===== config.mk =====
export PLATFORM = sky130hd
export DESIGN_NAME = riscv_fetch_unit
export DESIGN_NICKNAME = d
export VERILOG_FILES = /design/src/rtl/riscv_pkg.sv /design/src/rtl/fetch_fifo.sv /design/src/rtl/riscv_fetch_unit.sv
export SDC_FILE = /design/constraint.sdc
export NUM_CORES = 1
export LEC_CHECK = 0
export CAP_MARGIN = 20
export CORE_MARGIN = 2
export CORE_UTILIZATION = 57
export DETAILED_ROUTE_END_ITERATION = 8
export PLACE_DENSITY = 0.87
export SKIP_LAST_GASP = 1
export SLEW_MARGIN = 20
export SYNTH_ARGS = -nofsm -noshare
export SYNTH_HDL_FRONTEND = slang
export SYNTH_SLANG_ARGS = --single-unit

===== constraint.sdc =====
create_clock -name clk -period 6.45 [get_ports clk]
set_clock_uncertainty 0.05 [all_clocks]
set_input_delay 1.6125 -clock clk [delete_from_list [all_inputs] [get_ports clk]]
set_output_delay 1.6125 -clock clk [all_outputs]
set_load 0.005 [all_outputs]

===== src/rtl/riscv_pkg.sv =====
// -----------------------------------------------------------------------------
// riscv_pkg
//   Shared definitions for the RV32I front end.
//   - fetch_state_t    : fetch FSM states (running / draining wrong-path data)
//   - INSTR_BYTES      : size of one instruction word in bytes
//   - RESET_PC_DEFAULT : default first fetch address after reset
// -----------------------------------------------------------------------------
package riscv_pkg;

    typedef enum logic [0:0] {
        F_RUN   = 1'b0,   // issuing requests, keeping responses
        F_DRAIN = 1'b1    // discarding responses to wrong-path requests
    } fetch_state_t;

    localparam int          INSTR_BYTES      = 4;
    localparam logic [31:0] RESET_PC_DEFAULT = 32'h0000_0000;

endpackage


===== src/rtl/fetch_fifo.sv =====
// -----------------------------------------------------------------------------
// fetch_fifo
//   Small synchronous FIFO. Entry 0 is the head and is a flop, so the
//   head outputs are registered. A pop shifts all entries down by one;
//   a push writes behind the last live entry (after the shift, if both
//   happen in one cycle). Flush empties the FIFO and wins over push/pop.
//
// Ports
//   clk, rst_n      clock, asynchronous active-low reset
//   i_push, i_data  write an entry (ignored when full with no pop)
//   i_pop           remove the head entry (ignored when empty)
//   i_flush         discard all entries at the next edge
//   o_count         number of live entries
//   o_valid         head entry is live
//   o_data          head entry
// -----------------------------------------------------------------------------
module fetch_fifo #(
    parameter int WIDTH = 64,
    parameter int DEPTH = 2
) (
    input  logic                       clk,
    input  logic                       rst_n,
    input  logic                       i_push,
    input  logic [WIDTH-1:0]           i_data,
    input  logic                       i_pop,
    input  logic                       i_flush,
    output logic [$clog2(DEPTH+1)-1:0] o_count,
    output logic                       o_valid,
    output logic [WIDTH-1:0]           o_data
);

    localparam int CW = $clog2(DEPTH+1);

    logic [WIDTH-1:0] r_mem      [DEPTH];
    logic [WIDTH-1:0] w_mem_next [DEPTH];
    logic [CW-1:0]    r_count;
    logic [CW-1:0]    w_count_next;
    logic [CW-1:0]    w_wr_idx;
    logic             w_pop;
    logic             w_push;

    assign w_pop    = i_pop & (r_count != '0);
    assign w_push   = i_push & ((r_count != CW'(DEPTH)) | w_pop);
    // Write slot is computed after the optional shift-down of a pop.
    assign w_wr_idx = r_count - CW'(w_pop);

    always_comb begin
        // NOTE: every combinational output gets a default before any
        // conditional update; otherwise a latch is inferred.
        for (int i = 0; i < DEPTH; i++) begin
            w_mem_next[i] = r_mem[i];
        end
        if (w_pop) begin
            for (int i = 0; i < DEPTH - 1; i++) begin
                w_mem_next[i] = r_mem[i+1];
            end
        end
        if (w_push) begin
            for (int i = 0; i < DEPTH; i++) begin
                if (w_wr_idx == CW'(i)) begin
                    w_mem_next[i] = i_data;
                end
            end
        end

        w_count_next = r_count + CW'(w_push) - CW'(w_pop);
        if (i_flush) begin
            w_count_next = '0;
        end
    end

    // NOTE: the storage is reset too because entry 0 drives the head
    // outputs directly and those must read zero while in reset.
    always_ff @(posedge clk or negedge rst_n) begin
        if (!rst_n) begin
            for (int i = 0; i < DEPTH; i++) begin
                r_mem[i] <= '0;
            end
            r_count <= '0;
        end else begin
            // NOTE: state is updated with non-blocking assignments so every
            // flop samples the pre-edge values.
            for (int i = 0; i < DEPTH; i++) begin
                r_mem[i] <= w_mem_next[i];
            end
            r_count <= w_count_next;
        end
    end

    assign o_count = r_count;
    assign o_valid = (r_count != '0);
    assign o_data  = r_mem[0];

endmodule


===== src/rtl/riscv_fetch_unit.sv =====
// -----------------------------------------------------------------------------
// riscv_fetch_unit
//   Instruction fetch stage of the RV32I core. Owns the PC, issues word
//   fetches over a request/grant/in-order-response interface and buffers
//   returned instructions for decode. Branch/jump outcomes from execute
//   redirect the PC; responses to wrong-path requests still in flight are
//   dropped while the FSM sits in F_DRAIN.
//
// Ports
//   clk, rst_n                     clock, asynchronous active-low reset
//   imem_req / imem_addr           fetch request and word address
//   imem_gnt                       memory accepted the request
//   imem_rvalid / imem_rdata       in-order response
//   instr_valid / instr / instr_pc buffered instruction to decode
//   instr_ready                    decode consumes the instruction
//   ex_branch, ex_jal, ex_jalr     kind of instruction in execute
//   comp                           ALU comparison flag (branch taken)
//   alu_result                     JALR target from the ALU
//   ex_pc, ex_imm                  PC and offset for branch/JAL targets
// -----------------------------------------------------------------------------
module riscv_fetch_unit
    import riscv_pkg::*;
#(
    parameter int                  IO_WIDTH = 32,
    parameter logic [IO_WIDTH-1:0] RESET_PC = IO_WIDTH'(RESET_PC_DEFAULT),
    parameter int                  DEPTH    = 2
) (
    input  logic                clk,
    input  logic                rst_n,
    output logic                imem_req,
    output logic [IO_WIDTH-1:0] imem_addr,
    input  logic                imem_gnt,
    input  logic                imem_rvalid,
    input  logic [IO_WIDTH-1:0] imem_rdata,
    output logic                instr_valid,
    output logic [IO_WIDTH-1:0] instr,
    output logic [IO_WIDTH-1:0] instr_pc,
    input  logic                instr_ready,
    input  logic                ex_branch,
    input  logic                ex_jal,
    input  logic                ex_jalr,
    input  logic                comp,
    input  logic [IO_WIDTH-1:0] alu_result,
    input  logic [IO_WIDTH-1:0] ex_pc,
    input  logic [IO_WIDTH-1:0] ex_imm
);

    localparam int                  CW   = $clog2(DEPTH+1);
    localparam logic [IO_WIDTH-1:0] STEP = IO_WIDTH'(INSTR_BYTES);

    fetch_state_t          r_state;
    fetch_state_t          w_state_next;
    logic [IO_WIDTH-1:0]   r_pc;
    logic [IO_WIDTH-1:0]   r_resp_pc;
    logic [CW-1:0]         r_outstanding;
    logic [CW-1:0]         w_outstanding_next;
    logic [CW-1:0]         w_fifo_count;
    logic [CW:0]           w_budget;
    logic [IO_WIDTH-1:0]   w_target;
    logic                  w_redirect;
    logic                  w_grant;
    logic                  w_rsp;
    logic                  w_push;
    logic                  w_pop;
    logic                  w_fifo_valid;
    logic [2*IO_WIDTH-1:0] w_fifo_head;

    // ---------------------------------------------------------------
    // Redirect decode
    // ---------------------------------------------------------------
    assign w_redirect = ex_jal | ex_jalr | (ex_branch & comp);
    assign w_target   = ex_jalr ? (alu_result & ~IO_WIDTH'(1))
                                : (ex_pc + ex_imm);

    // ---------------------------------------------------------------
    // Handshake qualifiers
    // ---------------------------------------------------------------
    assign w_grant = imem_req & imem_gnt;
    // A response with nothing outstanding is a protocol error; ignore it.
    assign w_rsp   = imem_rvalid & (r_outstanding != '0);
    assign w_push  = w_rsp & (r_state == F_RUN) & ~w_redirect;
    assign w_pop   = w_fifo_valid & instr_ready;

    // Slots already claimed: in-flight requests plus buffered entries.
    // An entry popped this cycle frees its slot now, which lets a single
    // pop re-open issue in the same cycle and sustains one fetch per
    // cycle with a single-cycle memory. Pop implies count >= 1, so the
    // subtraction cannot wrap.
    assign w_budget = {1'b0, r_outstanding} + {1'b0, w_fifo_count}
                    - (CW+1)'(w_pop);

    always_comb begin
        w_outstanding_next = r_outstanding;
        if (w_grant && !w_rsp) begin
            w_outstanding_next = r_outstanding + CW'(1);
        end else if (!w_grant && w_rsp) begin
            w_outstanding_next = r_outstanding - CW'(1);
        end
    end

    // ---------------------------------------------------------------
    // FSM: state register
    // ---------------------------------------------------------------
    always_ff @(posedge clk or negedge rst_n) begin
        if (!rst_n) begin
            r_state <= F_RUN;
        end else begin
            r_state <= w_state_next;
        end
    end

    // ---------------------------------------------------------------
    // FSM: next state
    // ---------------------------------------------------------------
    always_comb begin
        w_state_next = r_state;
        if (w_redirect) begin
            // Anything still in flight after this edge is wrong-path.
            w_state_next = (w_outstanding_next != '0) ? F_DRAIN : F_RUN;
        end else begin
            case (r_state)
                F_RUN:   w_state_next = F_RUN;
                F_DRAIN: w_state_next = (w_outstanding_next == '0) ? F_RUN
                                                                   : F_DRAIN;
                default: w_state_next = F_RUN;
            endcase
        end
    end

    // ---------------------------------------------------------------
    // FSM: outputs
    // ---------------------------------------------------------------
    always_comb begin
        // rst_n gates the request so it stays low for the whole reset
        // window, not just after the first edge.
        imem_req  = rst_n
                  & (r_state == F_RUN)
                  & ~w_redirect
                  & (w_budget < (CW+1)'(DEPTH));
        imem_addr = r_pc;
    end

    // ---------------------------------------------------------------
    // PC, response PC and outstanding counter
    // ---------------------------------------------------------------
    always_ff @(posedge clk or negedge rst_n) begin
        if (!rst_n) begin
            r_pc      <= RESET_PC;
            r_resp_pc <= RESET_PC;
        end else if (w_redirect) begin
            r_pc      <= w_target;
            r_resp_pc <= w_target;
        end else begin
            if (w_grant) begin
                r_pc <= r_pc + STEP;
            end
            if (w_push) begin
                r_resp_pc <= r_resp_pc + STEP;
            end
        end
    end

    always_ff @(posedge clk or negedge rst_n) begin
        if (!rst_n) begin
            r_outstanding <= '0;
        end else begin
            r_outstanding <= w_outstanding_next;
        end
    end

    // ---------------------------------------------------------------
    // Instruction buffer: {pc, instruction} per entry
    // ---------------------------------------------------------------
    fetch_fifo #(
        .WIDTH (2*IO_WIDTH),
        .DEPTH (DEPTH)
    ) u_fifo (
        .clk     (clk),
        .rst_n   (rst_n),
        .i_push  (w_push),
        .i_data  ({r_resp_pc, imem_rdata}),
        .i_pop   (w_pop),
        .i_flush (w_redirect),
        .o_count (w_fifo_count),
        .o_valid (w_fifo_valid),
        .o_data  (w_fifo_head)
    );

    assign instr_valid = w_fifo_valid;
    assign instr_pc    = w_fifo_head[2*IO_WIDTH-1:IO_WIDTH];
    assign instr       = w_fifo_head[IO_WIDTH-1:0];

endmodule

Yosys cells after proc, flatten, opt, wreduce, memory -nomap -nowiden
Index checks and enable logic that the tools add are counted.
{"block": "totals", "ff_bits": 197, "in_bits": 137, "out_inout_bits": 98, "word_cells": 64}
{"block": "op_classes", "n_addsub": 10, "n_lt_le_gt_ge": 1, "eq_ne": 2, "mux": 16, "bitwise": 16, "reduce_logical": 12}
{"op": "64-bit 2-to-1 mux", "count": 3}
{"op": "32-bit 2-to-1 mux", "count": 5}
{"op": "128-bit 2-to-1 mux", "count": 1}
{"op": "32-bit by 3-bit adder with 32-bit output (second input constant)", "count": 2}
{"op": "32-bit adder", "count": 1}
{"op": "1-bit bitwise AND", "count": 11}
{"op": "2-bit nonzero test", "count": 5}
{"op": "2-bit 2-to-1 mux", "count": 3}
{"op": "2-bit logical NOT", "count": 2}
{"op": "2-bit by 1-bit subtractor with 2-bit output", "count": 2}
{"op": "2-bit by 2-bit adder with 3-bit output", "count": 1}
{"op": "3-bit by 2-bit < comparator with 1-bit output (second input constant)", "count": 1}
{"op": "1-bit 2-to-1 mux", "count": 3}
{"op": "1-bit bitwise OR", "count": 3}
{"op": "3-bit by 1-bit subtractor with 3-bit output", "count": 1}
{"op": "2-bit by 1-bit adder with 2-bit output", "count": 1}
{"op": "2-bit by 1-bit adder with 2-bit output (second input constant)", "count": 1}
{"op": "2-bit by 1-bit == test with 1-bit output (second input constant)", "count": 1}
{"op": "1-bit logical AND", "count": 2}
{"op": "1-bit logical NOT", "count": 2}
{"op": "2-bit inequality test (second input constant)", "count": 1}
{"op": "1-bit NOT", "count": 2}
{"op": "1-bit case mux with 2 select lines", "count": 1}
{"op": "2-bit AND reduction", "count": 1}
{"op": "2-bit by 1-bit subtractor with 2-bit output (second input constant)", "count": 1}

Depth between registers and ports, before layout
{"block": "logic_depth", "word_depth": 14, "ltp_mapped": 18, "depth_no_buf": 16}

Cells and area by module
Synthesis repeated with hierarchy kept, for this count alone.
{"block": "hier_totals", "cells_unflattened": 1193, "hier_area_um2": 12111.6}
{"mod": "fetch_fifo", "instances": 1, "cells_each": 420, "area_each_um2": 6137.1, "seq_area_each_um2": 3253.1}
{"mod": "riscv_fetch_unit", "instances": 1, "cells_each": 773, "area_each_um2": 5974.5, "seq_area_each_um2": 1626.6}

Worst setup path before layout
OpenSTA, ideal clock, no wires.
{"block": "synth_path", "path_type": "input to output", "startpoint": "input instr_ready", "endpoint": "output imem_req", "arrival_time_ns": 3.734, "required_time_ns": 4.787, "slack_ns": 1.053, "cell_stages": 10, "path_buffers": 2, "path_cell_list": "nand2_1 buf_2 buf_1 inv_1 ha_1 inv_1 nand2_1 fa_1 nand2_1 nor4_4"}
{"block": "synth_via", "elab_chain_len": 4}
{"item": "start, declared", "line": "riscv_fetch_unit.sv:38", "text": "input logic instr_ready,"}
{"item": "1-bit bitwise AND", "line": "riscv_fetch_unit.sv:82", "text": "assign w_pop = w_fifo_valid & instr_ready;"}
{"item": "3-bit by 1-bit subtractor with 3-bit output", "line": "riscv_fetch_unit.sv:90", "text": "- (CW+1)'(w_pop);"}
{"item": "3-bit by 2-bit < comparator with 1-bit output", "line": "riscv_fetch_unit.sv:139", "text": "& (w_budget < (CW+1)'(DEPTH));"}
{"item": "1-bit bitwise AND", "line": "riscv_fetch_unit.sv:139"}
{"item": "end, declared", "line": "riscv_fetch_unit.sv:30", "text": "output logic imem_req,"}
Every way passes these cells.

Worst setup path in the final report
Ends and elaborated chain as after synthesis.

==> impl_metrics.tcl <==
set metrics [dict create \
    pwr-share-clk_pct 26.1 \
    post_cts_resized 0 \
    diodes 0 \
    p_seq_share_pct 40.9 \
    cp-end-kind "primary output" \
    gp_congestion 0.960 \
    worst_pin_slew_ns 1.13 \
    outcome "finished, final reports clean" \
    power_density_mw_per_mm2 289 \
    hp-start "u_fifo.r_mem[4]$_DFFE_PN0P_" \
    nNetsFinal 1619 \
    cts_tree "done" \
    netlist_area_mm2 0.0122 \
    drive_gt1_share_pct 10.7 \
    min_path_cells 1 \
    dp_hpwl_mm 23.3 \
    yosys_register_bits 195 \
    drtIter0Drc 974 \
    synthCells 1307 \
    grt_use_total_pct 28.3 \
    drv_slew 0 \
    antenna_found_initial 0 \
    cts_buffers 17 \
    portBuffers 233 \
    drv_cap 0 \
    first_pass_iters 5 \
    cts_hold_buffers 0 \
    crit_path_max_incr_delay_ns 0.62 \
    comb_power_share_pct 33.0 \
    drc 0 \
    critPathLaunchType "input port" \
    wl_per_cell_um 18.6 \
    cts_htree_levels 4 \
    p_int_mw 2.96 \
    critPathKind "input port to primary output" \
    fmax_mhz 167 \
    r2r_start "u_fifo.o_count[1]$_DFF_PN0_" \
    slew-limit-headroom_pct 24.6 \
    setup-tns-final_ns 0 \
    holdPathEnd "u_fifo.r_mem[4]$_DFFE_PN0P_" \
    crit_path_top_delay_cell "clkdlybuf4s50_1" \
    synthDistinctLibCells 85 \
    synth.avg_cell_area_um2 9.33 \
    r2r_slack_ns 3.00 \
    worst-r2r-cell-count 14 \
    grt_pass1_wl_mm 50.5 \
    period_needed_ns 5.97 \
    dieWidth_um 150 \
    r2r-end "imem_addr[21]$_DFFE_PN0P_" \
    grt_max_degree 129 \
    grt_overflow 0 \
    hold-worst-slack_ns 0.456 \
    io_pins 235 \
    fp-row-count 53 \
    setup_viol 0 \
    ant_nets 0 \
    critPathArrivalTime_ns 4.31 \
    insertion_delay_ns 0.44 \
    core_area_mm2 0.0210 \
    totalWireLength_mm 32.2 \
    synth_seq_area_share_pct 40.0 \
    synth_top_flop_cell "dfrtp_1" \
    synth_nets 1484 \
    synthToLayoutAreaGrowth_pct 21.3 \
    clock_sinks 195 \
    via_per_inst 6.12 \
    path_cells "clkdlybuf4s50_1 > nand2_4 > inv_1 > ha_1 > inv_1 > nand2_1 > fa_1 > nand2_1 > nor4_4 > clkdlybuf4s50_1" \
    vias 10600 \
    synthArstFlopShare_pct 100 \
    postCtsSetupRepairBufs 0 \
    cts_buffer_depth 2 \
    worstPathRequired_ns 4.79 \
    power_mw 4.27 \
    cts.clk_slew.worst_paths_ns 0.07 \
    design.die.area_mm2 0.0226 \
    p_sw_share_pct 30.6 \
    finalHoldViolCount 0 \
    yosysWarnings 0 \
    die_y_um 150 \
    peakVddDrop_uv 198 \
    fin_crit_sh_pct 92.6 \
    p_leak_nw 6.83 \
    start_util_pct 58.0 \
    fin_util_pct 70.3 \
    worst-path-max-fanout 3 \
    cts_root_buffer "clkbuf_16" \
    synth_edf_count 0 \
    rsz0062_at_grt "no" \
    p_sw_mw 1.31 \
    grt_pass1_vias 10100 \
    hp-class "register to register" \
]
## cells by family (layout without fill, tap and decap cells)
logic type,count (synthesis),in the layout,share of synthesized area (%)
AO/OA/AOI/OAI,378,378,19.7
XOR/XNOR,27,27,1.94
adder cells (fa/ha/maj),40,40,4.23
buffers and inverters,151,299,7.48
flip-flops,195,195,40.0
multiplexers,135,135,11.8
AND/OR/NAND/NOR,381,381,14.9
## power groups by stage
stage               Clock [mW]  Combinational, mW  Sequential (mW)
floorplan                    0              0.965             1.69
detailed placement           0               1.40             1.76
finish                    1.11               1.41             1.74
CTS                       1.13               1.41             1.74
global placement             0               1.36             1.74
global route              1.18               1.54             1.78
## cells in the mapped netlist (17+ instances only)
cell type  count  area [um2]
buf_4         67         503
nand2_1       93         349
a31oi_1       23         144
xnor2_1       17         149
nand4_1       18         113
nand3_1       32         160
o21a_1        17         128
and3_1        21         131
dfrtp_1      195        4880
ha_1          38         475
mux2_2        66         743
nor3_1        17        85.1
nor2_1       149         559
a21oi_1      151         756
mux2i_1       69         691
clkbuf_1      31         116
o21ai_0       52         260
inv_1         22        82.6
## through the flow
stage / worst slack (ns) / area (um2) / instances
3_5_place_dp: 0.538 / 14200 / 1698
5_1_grt: 0.369 / 14800 / 1730
4_1_cts: 0.481 / 14800 / 1730
2_1_floorplan: 1.05 / 12200 / 1307
3_3_place_gp: 0.615 / 14200 / 1698
6_report: 0.477 / 14800 / 1730
## state kept, by name, summed over array words and instances, names as in the netlist
name and cells:
imem_addr 31, u_fifo.r_mem 64, r_resp_pc 31, r_outstanding 2, u_fifo.o_count 2, r_state 1, u_fifo.o_data 64
## routing by layer
metal | up-vias | routed length, um | track usage [%]
li1 | 4946 | - | -
met1 | 5032 | 13500 | 36.6
met2 | 526 | 15000 | 45.3
met3 | 84 | 2830 | 7.15
met4 | 0 | 952 | 12.0
met5 | - | 0 | 0
## cell type report
cell class,instances,area (um2)
clock buffers,20,457
fillers,1595,6240
clock inverters,12,166
well taps,275,344
multi-input cells,961,6410
flip-flops and latches,195,4880
repair buffers,245,2440
inverters,22,82.6
## worst max-delay path: cells and delay by family
kind          cells  cell delay [ns]
simple gates      4             0.54
buf+inv           4             1.40
fa+ha+maj         2             0.77
## placed cells by master (no fill, tap or decap), types with 18 or more instances in the layout
cell / n
inv_1: 22
mux2i_1: 69
o21ai_0: 52
nand2_1: 92
dfrtp_1: 195
ha_1: 38
a31oi_1: 23
nand4_1: 18
mux2_2: 66
nor2_1: 148
and3_1: 21
nand3_1: 32
a21oi_1: 151
clkdlybuf4s50_1: 232
## how the worst max path moves through the flow
stage,from,cells past startpoint,endpoint,slack [ns]
final,instr_ready,10,imem_req,0.48
after floorplan,instr_ready,10,imem_req,1.05
after global placement,instr_ready,10,imem_req,0.62
after global routing,instr_ready,10,imem_req,0.37
after CTS,instr_ready,10,imem_req,0.48
after detailed placement,instr_ready,10,imem_req,0.54
(Power assumes the default switching activity.)
